## config.mk

```make
export PLATFORM = sky130hd
export DESIGN_NAME = pattern_sequencer
export DESIGN_NICKNAME = d
export VERILOG_FILES = /design/src/rtl/pattern_sequencer.sv
export SDC_FILE = /design/constraint.sdc
export NUM_CORES = 1
export LEC_CHECK = 0
export CAP_MARGIN = 40
export CORE_ASPECT_RATIO = 2
export CORE_UTILIZATION = 53
export CTS_BUF_LIST = sky130_fd_sc_hd__clkbuf_4
export DETAILED_ROUTE_END_ITERATION = 10
export PLACE_DENSITY = 0.78
export SYNTH_ARGS = -nofsm -noshare
export SYNTH_HDL_FRONTEND = slang
export SYNTH_SLANG_ARGS = --single-unit
```

## constraint.sdc

```tcl
create_clock -name clk -period 2.8 [get_ports clk]
set_clock_uncertainty 0.05 [all_clocks]
set_input_delay 0.84 -clock clk [delete_from_list [all_inputs] [get_ports clk]]
set_output_delay 0.84 -clock clk [all_outputs]
set_load 0.02 [all_outputs]
```

## src/rtl/pattern_sequencer.sv

```systemverilog
// 4-track x 16-step pattern sequencer core: tempo, cursor editing, trigger pulses and redraw handshake.
// Define PATTERN_CLEAR_EN to add a 'clear' input that wipes the live pattern in one cycle.
module pattern_sequencer #(
  parameter int STEP_TICKS = 6250000
) (
  input  logic        clk,
  input  logic        resetN,
  input  logic        run,
  input  logic        keyLeft,
  input  logic        keyRight,
  input  logic        keyUp,
  input  logic        keyDown,
  input  logic        keyToggle,
`ifdef PATTERN_CLEAR_EN
  input  logic        clear,
`endif
  input  logic        drawAck,
  input  logic        drawDone,
  output logic        drawReq,
  output logic [15:0] qOut1,
  output logic [15:0] qOut2,
  output logic [15:0] qOut3,
  output logic [15:0] qOut4,
  output logic [3:0]  beat,
  output logic [3:0]  cursorCol,
  output logic [1:0]  cursorRow,
  output logic [3:0]  trig
);

  localparam logic [23:0] LAST_TICK = 24'(STEP_TICKS - 1);

  typedef enum logic [1:0] {
    IDLE = 2'd0,
    REQ  = 2'd1,
    BUSY = 2'd2
  } drawState_t;

  logic [3:0][15:0] pattern;
  logic [3:0][15:0] patternNext;
  logic [23:0]      tick;
  logic [23:0]      tickNext;
  logic [3:0]       playhead;
  logic [3:0]       playheadNext;
  logic             stepEvent;
  logic [3:0]       colNext;
  logic [1:0]       rowNext;
  logic [3:0]       trigNext;
  logic             editEvent;
  logic             dirty;
  logic             dirtyNext;
  logic             snapTake;
  drawState_t       state;
  drawState_t       stateNext;

  // Tempo: the tick counter only advances while running, so a pause keeps the partial step.
  always_comb begin
    tickNext     = tick;
    playheadNext = playhead;
    stepEvent    = 1'b0;
    if (run) begin
      if (tick == LAST_TICK) begin
        tickNext     = '0;
        playheadNext = playhead + 4'd1;
        stepEvent    = 1'b1;
      end else begin
        tickNext = tick + 24'd1;
      end
    end
  end

  always_comb begin
    colNext = cursorCol;
    rowNext = cursorRow;
    if (keyRight && !keyLeft) begin
      colNext = cursorCol + 4'd1;
    end else if (keyLeft && !keyRight) begin
      colNext = cursorCol - 4'd1;
    end
    if (keyDown && !keyUp) begin
      rowNext = cursorRow + 2'd1;
    end else if (keyUp && !keyDown) begin
      rowNext = cursorRow - 2'd1;
    end
  end

  // Toggle uses the pre-move cursor; a same-cycle clear overrides it by being assigned last.
  always_comb begin
    patternNext = pattern;
    if (keyToggle) begin
      patternNext[cursorRow][cursorCol] = ~pattern[cursorRow][cursorCol];
    end
`ifdef PATTERN_CLEAR_EN
    if (clear) begin
      patternNext = '0;
    end
`endif
  end

  always_comb begin
    editEvent = keyToggle | stepEvent;
`ifdef PATTERN_CLEAR_EN
    editEvent = editEvent | clear;
`endif
  end

  always_comb begin
    trigNext = '0;
    for (int t = 0; t < 4; t++) begin
      trigNext[t] = stepEvent & patternNext[t][playheadNext];
    end
  end

  always_comb begin
    stateNext = state;
    drawReq   = 1'b0;
    snapTake  = 1'b0;
    case (state)
      IDLE: begin
        if (dirty) begin
          stateNext = REQ;
        end
      end
      REQ: begin
        drawReq = 1'b1;
        if (drawAck) begin
          snapTake  = 1'b1;
          stateNext = BUSY;
        end
      end
      BUSY: begin
        if (drawDone) begin
          stateNext = dirty ? REQ : IDLE;
        end
      end
      default: stateNext = IDLE;
    endcase
  end

  // Taking the snapshot consumes every pending change, including any in the same cycle.
  always_comb begin
    dirtyNext = dirty | editEvent;
    if (snapTake) begin
      dirtyNext = 1'b0;
    end
  end

  always_ff @(posedge clk) begin
    if (resetN) begin
      pattern   <= '0;
      tick      <= '0;
      playhead  <= '0;
      cursorCol <= '0;
      cursorRow <= '0;
      trig      <= '0;
      dirty     <= 1'b0;
      state     <= REQ;
    end else begin
      pattern   <= patternNext;
      tick      <= tickNext;
      playhead  <= playheadNext;
      cursorCol <= colNext;
      cursorRow <= rowNext;
      trig      <= trigNext;
      dirty     <= dirtyNext;
      state     <= stateNext;
    end
  end

  // Snapshots are what the drawer sees; they only move on the REQ->BUSY hand-off.
  always_ff @(posedge clk) begin
    if (resetN) begin
      qOut1 <= '0;
      qOut2 <= '0;
      qOut3 <= '0;
      qOut4 <= '0;
      beat  <= '0;
    end else if (snapTake) begin
      qOut1 <= patternNext[0];
      qOut2 <= patternNext[1];
      qOut3 <= patternNext[2];
      qOut4 <= patternNext[3];
      beat  <= playheadNext;
    end
  end

endmodule

```

# ---- Word-level counts from Yosys, hierarchy flattened
# Index checks and enable logic that the tools add are counted.
dict set report op_classes {
  magnitude_cmp 5
  n_reduce_logical 15
  n_mux 35
  n_bitwise 7
  n_eq_ne 6
  addsub 6
}
# cell n
set ops {}
lappend ops {{64-bit bitwise mux} 1}
lappend ops {{64-bit two-way mux} 1}
lappend ops {{16-bit binary-select mux with 2-bit select} 1}
lappend ops {{16-bit demux with 2-bit select} 1}
lappend ops {{16-bit two-way mux} 2}
lappend ops {{24-bit by 1-bit adder with 24-bit output (second input constant)} 1}
lappend ops {{24-bit by 23-bit equality test with 1-bit output (second input constant)} 1}
lappend ops {{24-bit two-way mux} 1}
lappend ops {{1-bit binary-select mux with 4-bit select} 5}
lappend ops {{4-bit two-way mux} 4}
lappend ops {{1-bit two-way mux} 12}
lappend ops {{4-bit by 5-bit less-than comparator with 1-bit output (second input constant)} 2}
lappend ops {{2-bit two-way mux} 5}
lappend ops {{4-bit by 1-bit adder with 4-bit output (second input constant)} 2}
lappend ops {{1-bit logical AND} 6}
lappend ops {{2-bit inequality test (second input constant)} 3}
lappend ops {{2-bit one-hot mux with 3 select lines} 1}
lappend ops {{1-bit AND} 4}
lappend ops {{1-bit demux with 4-bit select} 1}
lappend ops {{4-bit by 1-bit greater-or-equal comparator with 1-bit output (second input constant)} 1}
lappend ops {{1-bit zero test} 4}
lappend ops {{2-bit nonzero test} 2}
lappend ops {{4-bit by 1-bit subtractor with 4-bit output (second input constant)} 1}
lappend ops {{2-bit by 3-bit less-than comparator with 1-bit output (second input constant)} 1}
lappend ops {{10 further kinds} 11}
dict set report totals {
  ff_bits 173
  out_inout_bits 79
}

# ---- Depth between registers and ports, before layout
dict set report depth {
  word_depth 11
  mapped_depth 13
}

# ---- Least setup slack after synthesis
# No wires, ideal clock.
dict set report synth_path {
  path_type {register to register}
  start {register cursorRow[0]}
  end {register trig[1]}
  setup_time_ps 91
  t_arrival_ps 2559
  path_buffers 5
  stages_incl_launch_ff 14
  setup_slack_ps 100
  synth_period_minus_slack_ps 2700
  path_cell_list {dfxtp_1 -> buf_6 -> buf_8 -> buf_8 -> buf_6 -> mux2i_1 -> a22oi_1 -> nand4b_2 -> o31ai_2 -> buf_6 -> o41a_1 -> mux2i_1 -> a32oi_1 -> a311oi_1}
}
dict set report synth_via {
  elab_chain_len 10
}
# element line
set synth_rtl {}
lappend synth_rtl {{from (decl)} 26} ;# output logic [1:0] cursorRow,
lappend synth_rtl {{from (signal assigned)} 162} ;# cursorRow <= rowNext;
lappend synth_rtl {{16-bit binary-select mux with 2-bit select} 90} ;# patternNext[cursorRow][cursorCol] = ~pattern[cursorRow][cursorCol];
lappend synth_rtl {{16-bit two-way mux (implied by the code)} 90}
lappend synth_rtl {{1-bit binary-select mux with 4-bit select} 90}
lappend synth_rtl {{1-bit two-way mux (implied by the code)} 90}
lappend synth_rtl {{1-bit NOT} 90}
lappend synth_rtl {{64-bit bitwise mux (*)} 90}
lappend synth_rtl {{64-bit two-way mux (*)} 89} ;# if (keyToggle) begin
lappend synth_rtl {{1-bit binary-select mux with 4-bit select (*)} 109} ;# trigNext[t] = stepEvent & patternNext[t][playheadNext];
lappend synth_rtl {{1-bit two-way mux (implied by the code) (*)} 109}
lappend synth_rtl {{1-bit AND (*)} 109}
lappend synth_rtl {{to (signal assigned)} 163} ;# trig <= trigNext;
lappend synth_rtl {{to (decl)} 27} ;# output logic [3:0] trig
# Mark *: on every way between the ends. The rest lies on a longest branch, timed or not. The select of a mux whose other input is x is not followed.
# A chain may end at the register's enable or synchronous reset.

# ---- Worst setup path after layout
dict set report layout_path {
  start {register cursorRow[0]}
  end {register trig[2]}
}
# Same word-level chain as after synthesis.

==> impl_metrics.yaml <==
drt:
  dr_total_vias: 8695
  remaining_drc_errors: 0
  drt_first_pass_iters: 8
  routed_wirelength_um: 30900
  antenna_violating_nets_post_route: 0
  vias_per_cell: 6.00
  detailedRoute.firstIterationViolations: 642
  routedWlPerCell_um: 21.3
power:
  total_power_consumption_of_the_routed_design_mw: 6.19
  worst_ir_drop_on_vdd_uv: 430
  power.density_nw_per_um2: 544
  leak_nw: 4.37
logic_synthesis:
  dominantRegCellSynth: "dfxtp_1"
  most_instantiated_library_cell_after_synthesis: "nor2_1"
  syn_area_um2: 8460
  post_synthesis_mean_instance_area_um2: 8.41
  synth_warnings: 0
  synthTopCellsByArea: "dfxtp_1 (41%), nor2_1 (8.6%), mux2i_1 (5.6%)"
  library_cell_with_the_largest_summed_area_after_synthesis: "dfxtp_1"
  share_of_the_yosys_chip_area_belonging_to_registers_pct: 40.9
  asyncSetResetFlopFracSynth_pct: 0
  syn-num-nets: 1023
  synth_top_cells_by_count: "nor2_1 (193), dfxtp_1 (173), nand2_1 (65)"
  fraction_of_synthesized_cell_area_taken_by_the_top_area_cell_type_pct: 40.9
  synth-edff-count: 0
  yosysUniqueCellTypes: 71
  synth_register_bits: 173
  post_synth_inst_count: 1006
global_route:
  grt-ovfl-total: 0
  groute.usage.overall_pct: 37.5
  first_global_vias: 8544
  grt_pass1_wl_um: 46600
  grt_start_max_net_pins: 54
  grt_antenna_before_repair: 1
placed_design:
  placed_cell_area_um2: 10900
  io_buffer_count: 88
  routability_cong: 1.04
  hpwl_um: 23800
  dpl_worst_slack_ns: -0.703
worst_hold_path:
  worst_hold_path_type: "register to register"
  hold_depth: 2
worst_setup_path:
  timing.critical_path.required_ns: 3.28
  worst_r2r_path_depth: 11
  worst-setup-path-type: "register to register"
  critical_path.max_fanout: 13
  crit_path_start_kind: "register"
  endpoint_kind: "register"
  rrSetupSlack_ns: -0.004
  cp.arrival_ns: 3.29
clock_network:
  clk_latency_ns: 0.62
  clk_pin_slew_ns: 0.15
  postCtsHoldBufs: 0
  tritoncts: "done"
  ctsRootBufferMaster: "clkbuf_4"
  clock_sinks: 173
  clock_tree.buffer_depth: 2
  clock_buffer_count_from_cts: 17
  cts_htree_levels: 4
floorplan:
  die_x_um: 91.3
  die_area_um2: 16500
  floorplan.die.height_um: 181
  pin_count: 89
  core_um2: 15700
  initial_core_util_pct: 53.9
  number_of_core_rows: 65
layout:
  final_net_count: 1251
  nFillCells: 1240
  finalCoreUtilization_pct: 72.5
  design_area_um2: 11400
  layout-drive-gt1-share_pct: 22.2
  area.growth.synth_to_final_pct: 34.6
run_status:
  status: "finished with violations"
  violations: "setup timing"
sta:
  timing.slew.headroom_pct: 65.4
  worst_pin_slew_ns: 0.513
  finalWorstPathRequiredPeriod_ns: 2.80
  final_setup_violation_count: 1
  worst_slack_ns: -0.00429
  share_of_the_clock_period_used_by_the_worst_path_pct: 100
  final_report_max_slew_violation_count: 0
  maximum_clock_frequency_ghz: 0.357
  rsz0062_at_grt: "yes"
  hold_viol: 0
run:
  max_cap_viol_count: 0
state kept, by name, summed over array words and instances, names as in the netlist:
| signal | count |
|---|---|
| qOut1 | 16 |
| pattern | 64 |
| dirty | 1 |
| beat | 4 |
| qOut2 | 16 |
| cursorRow | 2 |
| qOut3 | 16 |
| tick | 24 |
| cursorCol | 4 |
| state | 2 |
| playhead | 4 |
| qOut4 | 16 |
| trig | 4 |
worst max-delay path: stages (launching register included):
cell,delay (ns)
dfxtp_4,0.48
buf_12,0.18
mux2i_1,0.32
a22oi_1,0.17
nand3_2,0.12
o31ai_2,0.06
buf_4,0.19
buf_4,0.16
o41ai_2,0.39
mux2_1,0.24
a2bb2oi_1,0.09
a211oi_2,0.25
final timing paths:
kind,start,to
setup / recovery,cursorRow[0],trig[2]
hold / removal,tick[12],tick[12]
setup reg to reg,cursorRow[0],trig[2]
hold reg to reg,tick[12],tick[12]
area by class of cell:
| class | instances | area [µm²] | area share (%) |
|---|---|---|---|
| tap | 201 | 251 | 2.21 |
| timing repair buffer | 286 | 2580 | 22.6 |
| sequential | 173 | 3470 | 30.5 |
| clock buffer | 17 | 128 | 1.12 |
| antenna | 1 | 2.50 | 0.0220 |
| inverter | 8 | 30.0 | 0.264 |
| multi-input combinational | 748 | 4760 | 41.8 |
| clock inverter | 14 | 158 | 1.39 |
timing repair:
action / in CTS / in global routing
cloned: 0 / 2
hold endpoints to repair: 0 / 0
pin swaps: 0 / 7
gates resized for setup: 12 / 33
buffers inserted: 1 / 2
setup endpoints to repair: 10 / 24
kinds of logic after synthesis:
family	Yosys count	share of synthesized area [%]
and+or+nand+nor	402	21.8
AOI/OAI and AO/OA	259	22.3
DFF	173	40.9
buffers and inverters	85	4.56
muxes	54	6.49
xor gates and xnor gates	26	2.78
adders and majority gates	7	1.12
metrics by stage:
step	cells	setup TNS (ns)	hold slack (ns)
global route	1448	-0.152	0.482
finish	1448	-0.00429	0.451
global placement	1411	-4.88	0.418
detailed placement	1411	-6.16	0.434
floorplan	1006	0	0.408
CTS	1443	0	0.456
layout by cell type (no fill, tap or decap), drive strengths merged, types with 9 or more instances in the layout:
master	Yosys	layout
xor2	16	16
a22oi	14	14
nor2b	27	27
mux2i	47	47
a21oi	28	28
nor2	194	194
o41a	19	19
buf	19	197
nand2	65	65
dfxtp	173	173
o41ai	11	11
inv	8	14
clkdlybuf4s50	0	81
or3	13	13
clkbuf	58	19
nor3	28	28
o31a	9	9
and3	9	9
o21ai	68	68
xnor2	10	10
a211oi	54	54
nand3	28	28
where the power goes:
group / total, mW / internal (mW) / switching, mW / leakage [nW]
combinational: 1.97 / 0.810 / 1.16 / 2.81
clock: 1.51 / 0.544 / 0.970 / 0.152
sequential: 2.70 / 2.60 / 0.103 / 1.41
metal layers:
| layer | up-vias | GRT usage, % | part of all wire (%) |
|---|---|---|---|
| met1 | 4098 | 39.3 | 36 |
| met5 | - | 0 | 0 |
| met2 | 364 | 66.4 | 51 |
| li1 | 4098 | - | - |
| met3 | 135 | 5.44 | 5.0 |
| met4 | 0 | 28.8 | 8.2 |
(Power assumes the default switching activity.)
==> RTL change 1 (same flow settings) <==
One comparison of `tick` changes from == to >=.
--- a/src/rtl/pattern_sequencer.sv
+++ b/src/rtl/pattern_sequencer.sv
@@ -59,5 +59,5 @@
     stepEvent    = 1'b0;
     if (run) begin
-      if (tick == LAST_TICK) begin
+      if (tick >= LAST_TICK) begin
         tickNext     = '0;
         playheadNext = playhead + 4'd1;
Check against the original RTL: same outputs for any inputs over 4 cycles, from zero or initial values and one cycle with resetN high; that may be too few to reach the edited logic, so the function may still have changed.
==> RTL change 1 against the unedited design <==
  * Count of clock-buffer cells in the layout is the same
  * Power decreased by 3.2%
  * Worst setup slack improved by 0.046 ns
  * Sequential cell count unchanged
  * Synthesized area shrank 1.7%
  * Final area increased by 4.5%
  * Wire length decreased by 4.8%
  * Die area down 1.7%
  * Synthesized cell count fell by 1.2%
  * Critical path type unchanged
==> RTL change 1: results (changes against the unedited design) <==
synth unique cells=53 (was 71); worst slew pin tran=0.576 ns (was 0.513 ns); # fillers=1103 (was 1240); Worst R2R Setup Slack=0.04 ns (was -0.004 ns); WL met2=14900 um (was 15700 um); final instance count without filler cells=1493 (was 1448); Inst Count DP=1446 (was 1411); WP data arrival=3.24 ns (was 3.29 ns); mux cell area share after synthesis=0.0597 (was 0.0649); placed cell area=11100 um2 (was 10900 um2); layout cell share with drive strength beyond 1=0.281 (was 0.222); PortBufs=88 (unchanged); fraction of the mapped netlist area in adder cells=0.0114 (was 0.0112); 1st-iter DRT viols=697 (was 642); XOR/XNOR Fraction of Synth Area=0.0327 (was 0.0278); DPL Wire Length=21700 um (was 23800 um); first-pass GRT wire length=44200 um (was 46600 um); CP max stage delay=0.43 ns (was 0.48 ns); peak supply drop=0.404 mV (was 0.430 mV); drt pass-1 iters=5 (was 8); Post-Syn Area per Cell=8.37 um2 (was 8.41 um2); cell family with most CP delay=compound AO/OA/AOI/OAI gates (unchanged); Post-CTS Setup Bufs=11 (was 1); syn nets=1011 (was 1023); yosys warns=0 (unchanged); status=completed (was finished with violations); Largest regs=pattern: 64 flops, tick: 24 flops (unchanged); leakage power=4.63 nW (was 4.37 nW); hold endpoint=tick[23] (was tick[12]); reg2reg path depth=12 (was 11); post-synthesis sequential area ratio=0.416 (was 0.409); wl on met1=10700 um (was 11100 um); crit path capture=trig[1] (was trig[2]); top fanout value on the critical path=20 (was 13); Global Route Usage Sum=0.358 (was 0.375); met3 usage=0.0547 (was 0.0544); Routed WL=29400 um (was 30900 um); global routing usage on met2=0.626 (was 0.664); DR top layer=met4 (unchanged); RR Startpoint=cursorRow[1] (was cursorRow[0]); Place WS=-0.524 ns (was -0.703 ns); GP Congestion=0.996 (was 1.04); vias in the first global route=8538 (was 8544); ranking of synthesized cells by area=dfxtp_1, nor2_1, a211oi_1 (was dfxtp_1, nor2_1, mux2i_1); hold_sp=tick[23] (was tick[12]); Critical Path Start Type=register (unchanged); Detail Route met3 WL=1690 um (was 1560 um); Synth top cells by count=nor2_1, dfxtp_1, nand2_1 (unchanged); met1 usage=0.381 (was 0.393); post_cts resized=30 (was 12); initial antenna violation count=1 (unchanged); hold slack final=0.449 ns (was 0.451 ns); CTS buffer count=17 (unchanged); Compound-Gate Fraction of Synth Area=0.230 (was 0.223); register clock-pin slew on the reported worst setup and hold paths=0.15 ns (about the same); Clock Latency Late Sink=0.60 ns (was 0.62 ns); hold path depth=2 (unchanged); Via Count=8870 (was 8695); nets=1298 (was 1251)
RTL change 1: cell types whose count changed after synthesis, moves of 11 or more:
cell / before / now
nand3_1: 27 / 14
o31a_1: 9 / 20
a211oi_1: 54 / 87
o21ai_0: 54 / 15
or3_1: 13 / 2
o31ai_1: 3 / 20
nand2_1: 65 / 91
o21ai_1: 14 / 1
nor2b_1: 27 / 3
buf_2: 11 / 23
RTL change 1: cell type report:
cell class,count,area [um2],share of cell area
well taps,198,248,0.0208
flip-flops and latches,173,3480,0.293
repair buffers,347,3040,0.256
clock inverters,15,185,0.0156
diodes,1,2.50,0.000210
clock buffers,17,128,0.0107
multi-input cells,734,4780,0.402
inverters,8,30.0,0.00253
RTL change 1: power by group:
| part | switching, mW | internal [mW] |
|---|---|---|
| clock | 0.948 | 0.639 |
| combinational | 0.919 | 0.768 |
| sequential | 0.113 | 2.60 |
RTL change 1: worst min-delay path: cells and delay by family (launching register included):
family	cells	cell delay (ns)
simple gates	1	0.07
compound gates	1	0.04
flops	1	0.36
==> RTL change 2 (same settings) <==
Without the edit above. The parameter `STEP_TICKS` goes from 6250000 to 3125000.
--- a/src/rtl/pattern_sequencer.sv
+++ b/src/rtl/pattern_sequencer.sv
@@ -2,5 +2,5 @@
 // Define PATTERN_CLEAR_EN to add a 'clear' input that wipes the live pattern in one cycle.
 module pattern_sequencer #(
-  parameter int STEP_TICKS = 6250000
+  parameter int STEP_TICKS = 3125000
 ) (
   input  logic        clk,
Formal check against the unedited RTL: no difference found for any inputs over 4 cycles, from zero or initial values and one cycle with resetN high; that may be too few to reach the edited logic, so the function may still have changed.
==> RTL change 2 against the unedited design <==
  * The run still ends with negative setup slack left
  * Worst setup slack got worse by 0.13 ns
  * Die area fell by 4.7%
  * Power fell by 1.7%
  * Synthesized area fell by 4.8%
  * Wire length fell by 4.9%
  * Sequential cell count did not move
  * Final area fell by 0.21%
  * Critical path type unchanged
  * Largest cell class unchanged
==> RTL change 2: results (changes against the unedited design) <==
status=finished with violations (unchanged); failing checks=negative setup slack (unchanged); Clock Network Area Fraction=0.0252 (was 0.0251); crit path capture=trig[3] (was trig[2]); first-pass GRT wire length=43100 um (was 46600 um); wl on met1=10200 um (was 11100 um); Place WS=-0.769 ns (was -0.703 ns); Final setup violation count=2 (was 1); Clock Latency Late Sink=0.60 ns (was 0.62 ns); worst slew pin tran=0.665 ns (was 0.513 ns); Sequential Power Share=0.446 (was 0.436); synth unique cells=62 (was 71); mux cell area share after synthesis=0.0889 (was 0.0649); Sw Share=0.354 (was 0.362); Synth top cells by count=nor2_1, dfxtp_1, a211oi_1 (was nor2_1, dfxtp_1, nand2_1); fraction of the mapped netlist area in adder cells=0.0118 (was 0.0112); Global Route Usage Sum=0.379 (was 0.375); Compound-Gate Fraction of Synth Area=0.173 (was 0.223); met3 usage=0.0823 (was 0.0544); syn nets=961 (was 1023); met1 usage=0.380 (was 0.393); Routed WL=29400 um (was 30900 um); WP data arrival=3.37 ns (was 3.29 ns); global routing usage on met2=0.627 (was 0.664); area occupied by multi-input gates=4590 um2 (was 4760 um2); WL met2=14800 um (was 15700 um); Detail Route met3 WL=1650 um (was 1560 um); final worst setup slack=-0.133 ns (was -0.00429 ns); inverter count=7 (was 8); hold_sp=qOut2[1] (was tick[12]); leakage power=4.35 nW (was 4.37 nW); DPL Wire Length=21300 um (was 23800 um); Worst path slowest cell=a21oi_1 (was dfxtp_4); vias in the first global route=8188 (was 8544); multi-input gate count=693 (was 748); hold_buf cts=0 (unchanged); clock share of power=0.242 (was 0.245); drt pass-1 iters=6 (was 8); Buffers, non-clock=308 (was 286); # fillers=1105 (was 1240); reg2reg path depth=12 (was 11); post-synthesis sequential area ratio=0.430 (was 0.409); sequential cell area share=0.306 (was 0.305); hold endpoint=qOut2[1] (was tick[12]); layout cell share with drive strength beyond 1=0.267 (was 0.222); pin count of the biggest net entering global routing=77 (was 54); XOR/XNOR Fraction of Synth Area=0.0393 (was 0.0278); top fanout value on the critical path=7 (was 13); Clock buffer cells=18 (was 17); GP Congestion=1.02 (was 1.04); # diodes=1 (unchanged); ranking of synthesized cells by area=dfxtp_1, nor2_1, mux2i_1 (unchanged); Async SR Flop Fraction=0 (unchanged); CP max stage delay=0.52 ns (was 0.48 ns); 1st-iter DRT viols=621 (was 642)
[RTL change 2: cell types whose count changed after synthesis, sizes merged, moves of 9 or more]
cell / unedited run / this run
mux2i: 47 / 67
o41ai: 11 / 1
o21ai: 68 / 17
nand3: 28 / 19
o41a: 19 / 0
nor2b: 27 / 16
a211oi: 54 / 80
nand2: 65 / 56
nor2: 194 / 207
a311oi: 1 / 12
a21oi: 28 / 40
[RTL change 2: through the flow]
step	cell area (um2)	power (mW)	hold slack, ns	std cells	setup TNS, ns
4_1_cts	11000	5.98	0.459	1399	0
2_1_floorplan	8070	3.61	0.404	944	0
6_report	11400	6.08	0.455	1409	-0.134
5_1_grt	11400	6.32	0.474	1409	-0.420
3_3_place_gp	10600	4.43	0.425	1366	-8.99
3_5_place_dp	10600	4.45	0.440	1366	-12.11
[RTL change 2: what timing repair did]
action / CTS / global route
setup buffers: 0 / 7
endpoints found under the setup margin: 9 / 7
resized for setup: 26 / 44
pin swaps: 2 / 11
cloned: 1 / 2
